[src/rtl/mult_pkg.sv]
// Shared types for radix4_mult and its downstream result buffer.
package mult_pkg;

    localparam int DATA_W = 64;

    typedef logic [DATA_W-1:0] product_t;

    typedef struct packed {
        logic overflow;
        logic unexp;
    } err_t;

endpackage

[src/rtl/result_fifo_ram.sv]
// Result storage: one synchronous write port, one asynchronous read port.
module result_fifo_ram #(
    parameter int DEPTH  = 8,
    parameter int DATA_W = 64,
    localparam int ADDR_W = $clog2(DEPTH)
) (
    input  logic              clk,
    input  logic              we,
    input  logic [ADDR_W-1:0] waddr,
    input  logic [DATA_W-1:0] wdata,
    input  logic [ADDR_W-1:0] raddr,
    output logic [DATA_W-1:0] rdata
);

    logic [DATA_W-1:0] mem_q [DEPTH];

    always_ff @(posedge clk) begin
        if (we) begin
            mem_q[waddr] <= wdata;
        end
    end

    assign rdata = mem_q[raddr];

endmodule

[src/rtl/mult_result_buffer.sv]
// In-order product buffer behind radix4_mult with issue credit tracking,
// so every launched operation already owns a slot when it returns.
module mult_result_buffer #(
    parameter int DATA_W = mult_pkg::DATA_W,
    parameter int DEPTH  = 8,
    localparam int CNT_W = $clog2(DEPTH + 1)
) (
    input  logic              CLK,
    input  logic              rst,
    input  logic              issue_in,
    output logic              issue_ok,
    input  logic              valid_in,
    input  logic [DATA_W-1:0] C,
    output logic              out_valid,
    input  logic              out_ready,
    output logic [DATA_W-1:0] out_data,
    output logic [CNT_W-1:0]  count,
    output logic [CNT_W-1:0]  inflight,
    output logic              err_overflow,
    output logic              err_unexp
);

    import mult_pkg::*;

    localparam int PTR_W = $clog2(DEPTH);

    logic [PTR_W-1:0] wr_ptr_q, wr_ptr_d;
    logic [PTR_W-1:0] rd_ptr_q, rd_ptr_d;
    logic [CNT_W-1:0] count_q, count_d;
    logic [CNT_W-1:0] inflight_q, inflight_d;
    err_t             err_q, err_d;

    logic             ret;
    logic             pop;
    logic             full;
    logic             push_ok;
    logic             drop;
    logic [CNT_W:0]   occ;

    // Credit looks only at registered state; a same-cycle pop is not counted.
    assign occ      = {1'b0, count_q} + {1'b0, inflight_q};
    assign issue_ok = occ < (CNT_W + 1)'(DEPTH);

    always_comb begin
        ret     = valid_in && (inflight_q != '0);
        pop     = (count_q != '0) && out_ready;
        full    = (count_q == CNT_W'(DEPTH));
        push_ok = ret && (!full || pop);
        drop    = ret && full && !pop;

        inflight_d = inflight_q;
        if (issue_in && !ret) begin
            if (inflight_q != CNT_W'(DEPTH)) begin
                inflight_d = inflight_q + CNT_W'(1);
            end
        end else if (!issue_in && ret) begin
            inflight_d = inflight_q - CNT_W'(1);
        end

        count_d = count_q;
        if (push_ok && !pop) begin
            count_d = count_q + CNT_W'(1);
        end else if (!push_ok && pop) begin
            count_d = count_q - CNT_W'(1);
        end

        wr_ptr_d = wr_ptr_q + PTR_W'(push_ok);
        rd_ptr_d = rd_ptr_q + PTR_W'(pop);

        err_d.overflow = err_q.overflow
                       | (issue_in & ~issue_ok)
                       | drop;
        err_d.unexp    = err_q.unexp
                       | (valid_in & (inflight_q == '0));
    end

    always_ff @(posedge CLK) begin
        if (rst) begin
            wr_ptr_q   <= '0;
            rd_ptr_q   <= '0;
            count_q    <= '0;
            inflight_q <= '0;
            err_q      <= '0;
        end else begin
            wr_ptr_q   <= wr_ptr_d;
            rd_ptr_q   <= rd_ptr_d;
            count_q    <= count_d;
            inflight_q <= inflight_d;
            err_q      <= err_d;
        end
    end

    result_fifo_ram #(
        .DEPTH  (DEPTH),
        .DATA_W (DATA_W)
    ) u_ram (
        .clk   (CLK),
        .we    (push_ok),
        .waddr (wr_ptr_q),
        .wdata (C),
        .raddr (rd_ptr_q),
        .rdata (out_data)
    );

    assign out_valid    = (count_q != '0);
    assign count        = count_q;
    assign inflight     = inflight_q;
    assign err_overflow = err_q.overflow;
    assign err_unexp    = err_q.unexp;

endmodule

[config.mk]
export PLATFORM = sky130hd
export DESIGN_NAME = mult_result_buffer
export DESIGN_NICKNAME = d
export VERILOG_FILES = /design/src/rtl/mult_pkg.sv /design/src/rtl/result_fifo_ram.sv /design/src/rtl/mult_result_buffer.sv
export SDC_FILE = /design/constraint.sdc
export NUM_CORES = 1
export LEC_CHECK = 0
export ABC_AREA = 0
export CAP_MARGIN = 5
export CORE_MARGIN = 1
export CORE_UTILIZATION = 57
export DETAILED_ROUTE_END_ITERATION = 10
export DONT_BUFFER_PORTS = 1
export GPL_TIMING_DRIVEN = 0
export HOLD_SLACK_MARGIN = 0.08
export PLACE_DENSITY = 0.72
export SETUP_SLACK_MARGIN = 0.05
export SKIP_CTS_REPAIR_TIMING = 1
export SLEW_MARGIN = 10
export SYNTH_ARGS = -nofsm -noshare
export SYNTH_HDL_FRONTEND = slang
export SYNTH_SLANG_ARGS = --single-unit
export TNS_END_PERCENT = 20
[constraint.sdc]
create_clock -name CLK -period 5.88 [get_ports CLK]
set_input_delay 0.588 -clock CLK [delete_from_list [all_inputs] [get_ports CLK]]
set_output_delay 0.588 -clock CLK [all_outputs]
set_load 0.1 [all_outputs]
; ---- Yosys cells after proc, flatten, opt, wreduce, memory -nomap -nowiden
; Memories as Yosys holds them, arrays and structs flattened. A register that Yosys moved wholly into a read port is not among the register bits.
; Index checks and enable logic that the tools add are counted.
[word_totals]
ram_bits = 512
out_inout_bits = 76
word_cells = 53
reg_bits = 16
in_bits = 69
mem_count = 1
[mem_list]
columns = name, depth, width, rd, rd_clocked_by_memory_dff, wr, line
row1 = u_ram.mem_q, 8, 64, 1, 1, 1, result_fifo_ram.sv:15  ; logic [DATA_W-1:0] mem_q [DEPTH];
[classes]
mux = 8
add_sub_neg = 7
bitwise = 6
n_reduce_logical = 21
n_eq_ne = 3
magnitude_cmp = 1
[ops]
columns = op, count
row1 = 4-bit two-way mux, 5
row2 = 1-bit logical AND, 9
row3 = "4-bit by 1-bit adder with 4-bit output, second input constant", 2
row4 = 4-bit nonzero test, 2
row5 = "4-bit by 1-bit subtractor with 4-bit output, second input constant", 2
row6 = 3-bit by 1-bit adder with 3-bit output, 2
row7 = 4-bit by 4-bit adder with 5-bit output, 1
row8 = 1-bit zero test, 5
row9 = "5-bit by 4-bit < comparator with 1-bit output, second input constant", 1
row10 = "4-bit equality test, second input constant", 1
row11 = 4-bit zero test, 1
row12 = "4-bit != test, second input constant", 1
row13 = 2-bit nonzero test, 2
row14 = 3-bit two-way mux, 1
row15 = 1-bit bitwise OR, 3
row16 = 1-bit AND, 2
row17 = 1-bit two-way mux, 2
row18 = "2-bit by 1-bit != test with 1-bit output, second input constant", 1
row19 = 2-bit AND reduction, 1
row20 = 1-bit logical OR, 1
row21 = 1-bit NOT, 1

; ---- Depth between registers and ports, before layout
[depth]
ltp_word = 8
ltp_mapped = 11
depth_no_buf = 11

; ---- Cells and area by module
; Synthesis repeated with hierarchy kept, for this count alone.
[hier_totals]
cells_unflattened = 861
hier_area_um2 = 20292.0
[modules_own_cells]
columns = mod, seq_area_each_um2, area_per_inst_um2, n_inst, cells_each
row1 = result_fifo_ram, 15374.7, 19266.0, 1, 752
row2 = mult_result_buffer, 320.3, 1026.0, 1, 109

; ---- Least setup slack after synthesis
; Ideal clock, no wire load.
[synth_path]
path_type = reg-to-reg
startpoint = reg inflight_q[3], in the netlist inflight[3]
endpoint = mem u_ram.mem_q[0][0], enable pin
t_required_ns = 5.315
path_stages_with_launch = 5
arrival_ns = 6.058
period_less_slack_ns = 6.623
setup_time_ns = 0.565
n_path_buf = 0
path_slack_ns = -0.743
path_cell_list = dfxtp_1 -> o41ai_4 -> a21oi_1 -> nand2b_1 -> nor3_1
[synth_between]
elab_chain_cells = 5
[synth_rtl]
columns = element, line
row1 = "start, declared", mult_result_buffer.sv:30  ; logic [CNT_W-1:0] inflight_q, inflight_d;
row2 = "start signal, assigned", mult_result_buffer.sv:88  ; inflight_q <= inflight_d;
row3 = 4-bit nonzero test, mult_result_buffer.sv:45  ; ret = valid_in && (inflight_q != '0);
row4 = 1-bit logical AND, mult_result_buffer.sv:45
row5 = 1-bit logical AND, mult_result_buffer.sv:48  ; push_ok = ret && (!full || pop);
row6 = 1-bit two-way mux, result_fifo_ram.sv:18  ; if (we) begin
row7 = 1-bit two-way mux (implied by the code), result_fifo_ram.sv:19  ; mem_q[waddr] <= wdata;
row8 = "end, declared", result_fifo_ram.sv:15
; Every way passes these cells.

; ---- Final worst setup path
[layout_path]
startpoint = reg count_q[0], in the netlist count[0]
endpoint = reg count_q[3], in the netlist count[3]
[layout_between]
elab_chain_cells = 7
elab_cells_between_ends = 15
classes_between = add/sub (2) / eq/ne (1) / mux (2) / reduce/logical (10)
[layout_rtl]
columns = element, line
row1 = "start, declared", mult_result_buffer.sv:29  ; logic [CNT_W-1:0] count_q, count_d;
row2 = "start signal, assigned", mult_result_buffer.sv:87  ; count_q <= count_d;
row3 = 4-bit nonzero test *, -
row4 = via out_valid, mult_result_buffer.sv:14  ; output logic out_valid,
row5 = 1-bit logical AND *, mult_result_buffer.sv:46  ; pop = (count_q != '0) && out_ready;
row6 = 1-bit logical OR, mult_result_buffer.sv:48
row7 = 1-bit logical AND, mult_result_buffer.sv:48
row8 = 1-bit zero test, mult_result_buffer.sv:63  ; end else if (!push_ok && pop) begin
row9 = 1-bit logical AND, mult_result_buffer.sv:63
row10 = 2-bit nonzero test (no source line), -
; The timed path passes the listed nets; every way through them passes the cells marked *. The select of a mux whose other input is x is not followed.
; A chain may end at the register's enable or synchronous reset.

==> impl_results.md <==
* Number of synthesized flops with an enable pin at between 500 and 600
* Clock power frac at 0.267
* Antenna violation net count after detailed routing at 0
* # diodes at 0
* Total grt overflow at 0
* LEAKAGE at 7.26 nW
* First-pass GRT wire length at approximately 57000 um
* Initial antenna violation count at 0
* Starting DRT DRC Count at 762
* Via count of the first global-routing pass at ~9300
* Clk buf depth at 3
* FF+latch count, synth at between 500 and 600
* Die width at 190 um
* Final period util at 0.677
* Gate power share at 0.334
* Worst Skew at approximately 0.012 ns
* Nets at 1045
* Sequential area share after synthesis at 0.776
* Peak VDD IR at around 0.0005 V
* Core area at roughly 0.035 mm2
* Met2 routed WL at between 15000 and 20000 um
* CP startpoint kind: register
* Max Cap Viol at 0
* CP Class: register to register
* Prevailing post-synth register cell: edfxtp_1
* Hold WC Path Type: input pin to register
* # port buffers at 0
* Uppermost layer routed: met4
* Layout cells sized above 1 at 0.327
* Vias per inst at approximately 6.1
* Max Slew Vio Count at 0
* Initial Utilization at 0.583
* Root Driver: clkbuf_16
* YS warnings at 0
* Status: completed
* Std-Cell Rows at 68
* Detailed placement HPWL at 23500 um
* Crit Path Max Fanout at 6
* Layout overhead on the synthesized area at 15.4%
* Register-to-register setup slack at about 1.9 ns
* Wire length on met3 at between 2000 and 3000 um
* Final std cells w/o fill at 1458
* Drt total wl at between 30000 and 40000 um
* DRT met1 WL at 15700 um
* Total nets after synthesis at 937
* Later-pin clock latency in the skew report at approximately 0.57 ns
* Worst-margin pin slew at ~1.3 ns
* RSZ-0062 raised after global routing: false
* Cell area after synthesis at slightly above 0.02 mm2
* Final setup fails at 0
* Fraction of registers with async set/reset at 0
* Fin crit period at ~4.0 ns
* DR vias at 8825
* Sequential power share at 0.399
* Drt wl/cell at ~26 um
* TritonCTS clock tree: built
* Critical Path AT at between 4 and 5 ns
* DR DRC count at 0
* Rel. slew slack at 0.145
* Switching Share at 0.378
* Post-synth cell types at 30
* Final TNS setup at 0 ns
* H-tree Lvls at 2
* Dpl cells at roughly 1300
* DR pass1 iterations at 4
* Number of buffers created by CTS at 52
* Power Dens Cells at between 500 and 600 mW/mm2
* # IOs at between 100 and 150
* Maximum number of pins on one net before global-route repair at 25
* Crit. End Element: register
* Fin Hold WS at 0.109 ns
* Global Route Usage Sum at 0.217
* Final GP Congestion at roughly 0.7
* Post-Synthesis Cells at around 850
* Critical Path RT at ~6.3 ns
* Post-synthesis average cell area at about 24 um2
* Final Hold Viols at 0
* Internal power at ~7.4 mW
* DIE AREA at 0.0363 mm2
* Vert. Die Dim at between 150 and 200 um
* P_sw at 4.48 mW
* Clock-pin slew on the worst setup and hold paths at ~0.060 ns
* Fmax achieved at 251 MHz
* CTS Sinks at roughly 530
[synthesized netlist by cell type (2+ instances only)]
cell      number  area, um2
edfxtp_1     512      15400
mux4_2       128       2880
mux2_2        68        766
nor2_1        20       75.1
dfxtp_1       16        320
buf_6         12        135
clkbuf_1      12       45.0
ha_1          12        150
buf_1          9       33.8
nor2b_1        9       56.3
a21oi_1        7       35.0
nand2_1        6       22.5
nand2b_1       6       37.5
inv_1          5       18.8
nor3_1         4       20.0
xnor2_1        4       35.0
a31oi_1        3       18.8
buf_2          3       15.0
mux2i_1        3       30.0
nand3_1        3       15.0
buf_4          2       15.0
fa_1           2       40.0
[kinds of logic (layout without fill, tap and decap cells)]
family,Yosys count,count (layout),share of synthesized area
muxes,199,199,0.182
buffers and inverters,43,192,0.0130
DFF,528,528,0.776
AOI/OAI and AO/OA,15,15,0.00600
adders and majority gates,14,14,0.00940
and+or+nand+nor,50,50,0.0119
xor gates and xnor gates,5,5,0.00216
[metrics by stage]
step / cell area [um2] / setup slack [ns] / total power [mW] / util
floorplan: 20200 / -0.742 / 8.21 / -
global placement: 20800 / -5.27 / 8.67 / 0.599
detailed placement: 21500 / 1.92 / 8.79 / 0.619
CTS: 23100 / 1.89 / 11.9 / 0.666
global route: 23300 / 1.62 / 12.2 / 0.672
finish: 23300 / 1.90 / 11.9 / 0.672
[layout make-up]
cell class / instances / area, um2
Sequential cell: 528 / 15700
Buffer: 38 / 244
Clock buffer: 61 / 1360
Inverter: 5 / 18.8
Clock inverter: 34 / 274
Timing Repair Buffer: 54 / 837
Tap cell: 455 / 569
Multi-Input combinational cell: 283 / 4350
Fill cell: 2098 / 11400
[worst max-delay path, stage by stage (launching register included)]
cell,delay [ns]
dfxtp_1,1.10
nor3_1,0.22
nand2b_1,0.80
and2_1,0.31
inv_1,0.06
ha_1,0.19
inv_1,0.13
ha_1,0.28
a21oi_1,0.17
a211oi_1,0.09
a31oi_1,0.16
mux2_2,0.34
[sequential cells by signal (all words and copies together) (netlist names)]
signal / cells
err_overflow: 1
wr_ptr_q: 3
count: 4
u_ram.mem_q: 512
inflight: 4
err_unexp: 1
rd_ptr_q: 3
[cell usage in the layout, fill, tap and decap left out, drive strengths merged]
cell type	count
nand3	3
nor2b	9
mux2	68
xor2	1
clkinvlp	2
dlygate4sd3	22
a31oi	3
nand2b	6
dfxtp	16
nor3	4
edfxtp	512
clkinv	25
o221ai	1
xnor2	4
a31o	1
ha	12
clkbuf	73
nor2	20
mux4	128
or3b	1
a21oi	7
a211oi	1
nand2	6
a2111oi	1
bufinv	4
buf	58
o41ai	1
and2	1
fa	2
inv	8
mux2i	3
[power groups by stage]
| stage | Sequential, mW | Clock, mW | Combinational, mW |
|---|---|---|---|
| after floorplan | 4.80 | 0 | 3.40 |
| after global placement | 4.86 | 0 | 3.81 |
| after detailed placement | 4.81 | 0 | 3.97 |
| after CTS | 4.74 | 3.22 | 3.99 |
| after global routing | 4.76 | 3.37 | 4.12 |
| final | 4.73 | 3.16 | 3.96 |
[routing by layer]
layer  global-route usage  vias to the layer above
li1                     -                     3833
met1                0.293                     4707
met2                0.354                      239
met3               0.0604                       46
met4               0.0508                        0
met5                    0                        -
[final timing paths]
path	start	to	cells after the start
worst max-delay path	count[0]	count[3]	11
worst min-delay path	C[21]	u_ram.mem_q[1][21]	0
worst max register to register	count[0]	count[3]	11
worst min register to register	wr_ptr_q[0]	wr_ptr_q[0]	2
Power figures use the tool's default switching activity.
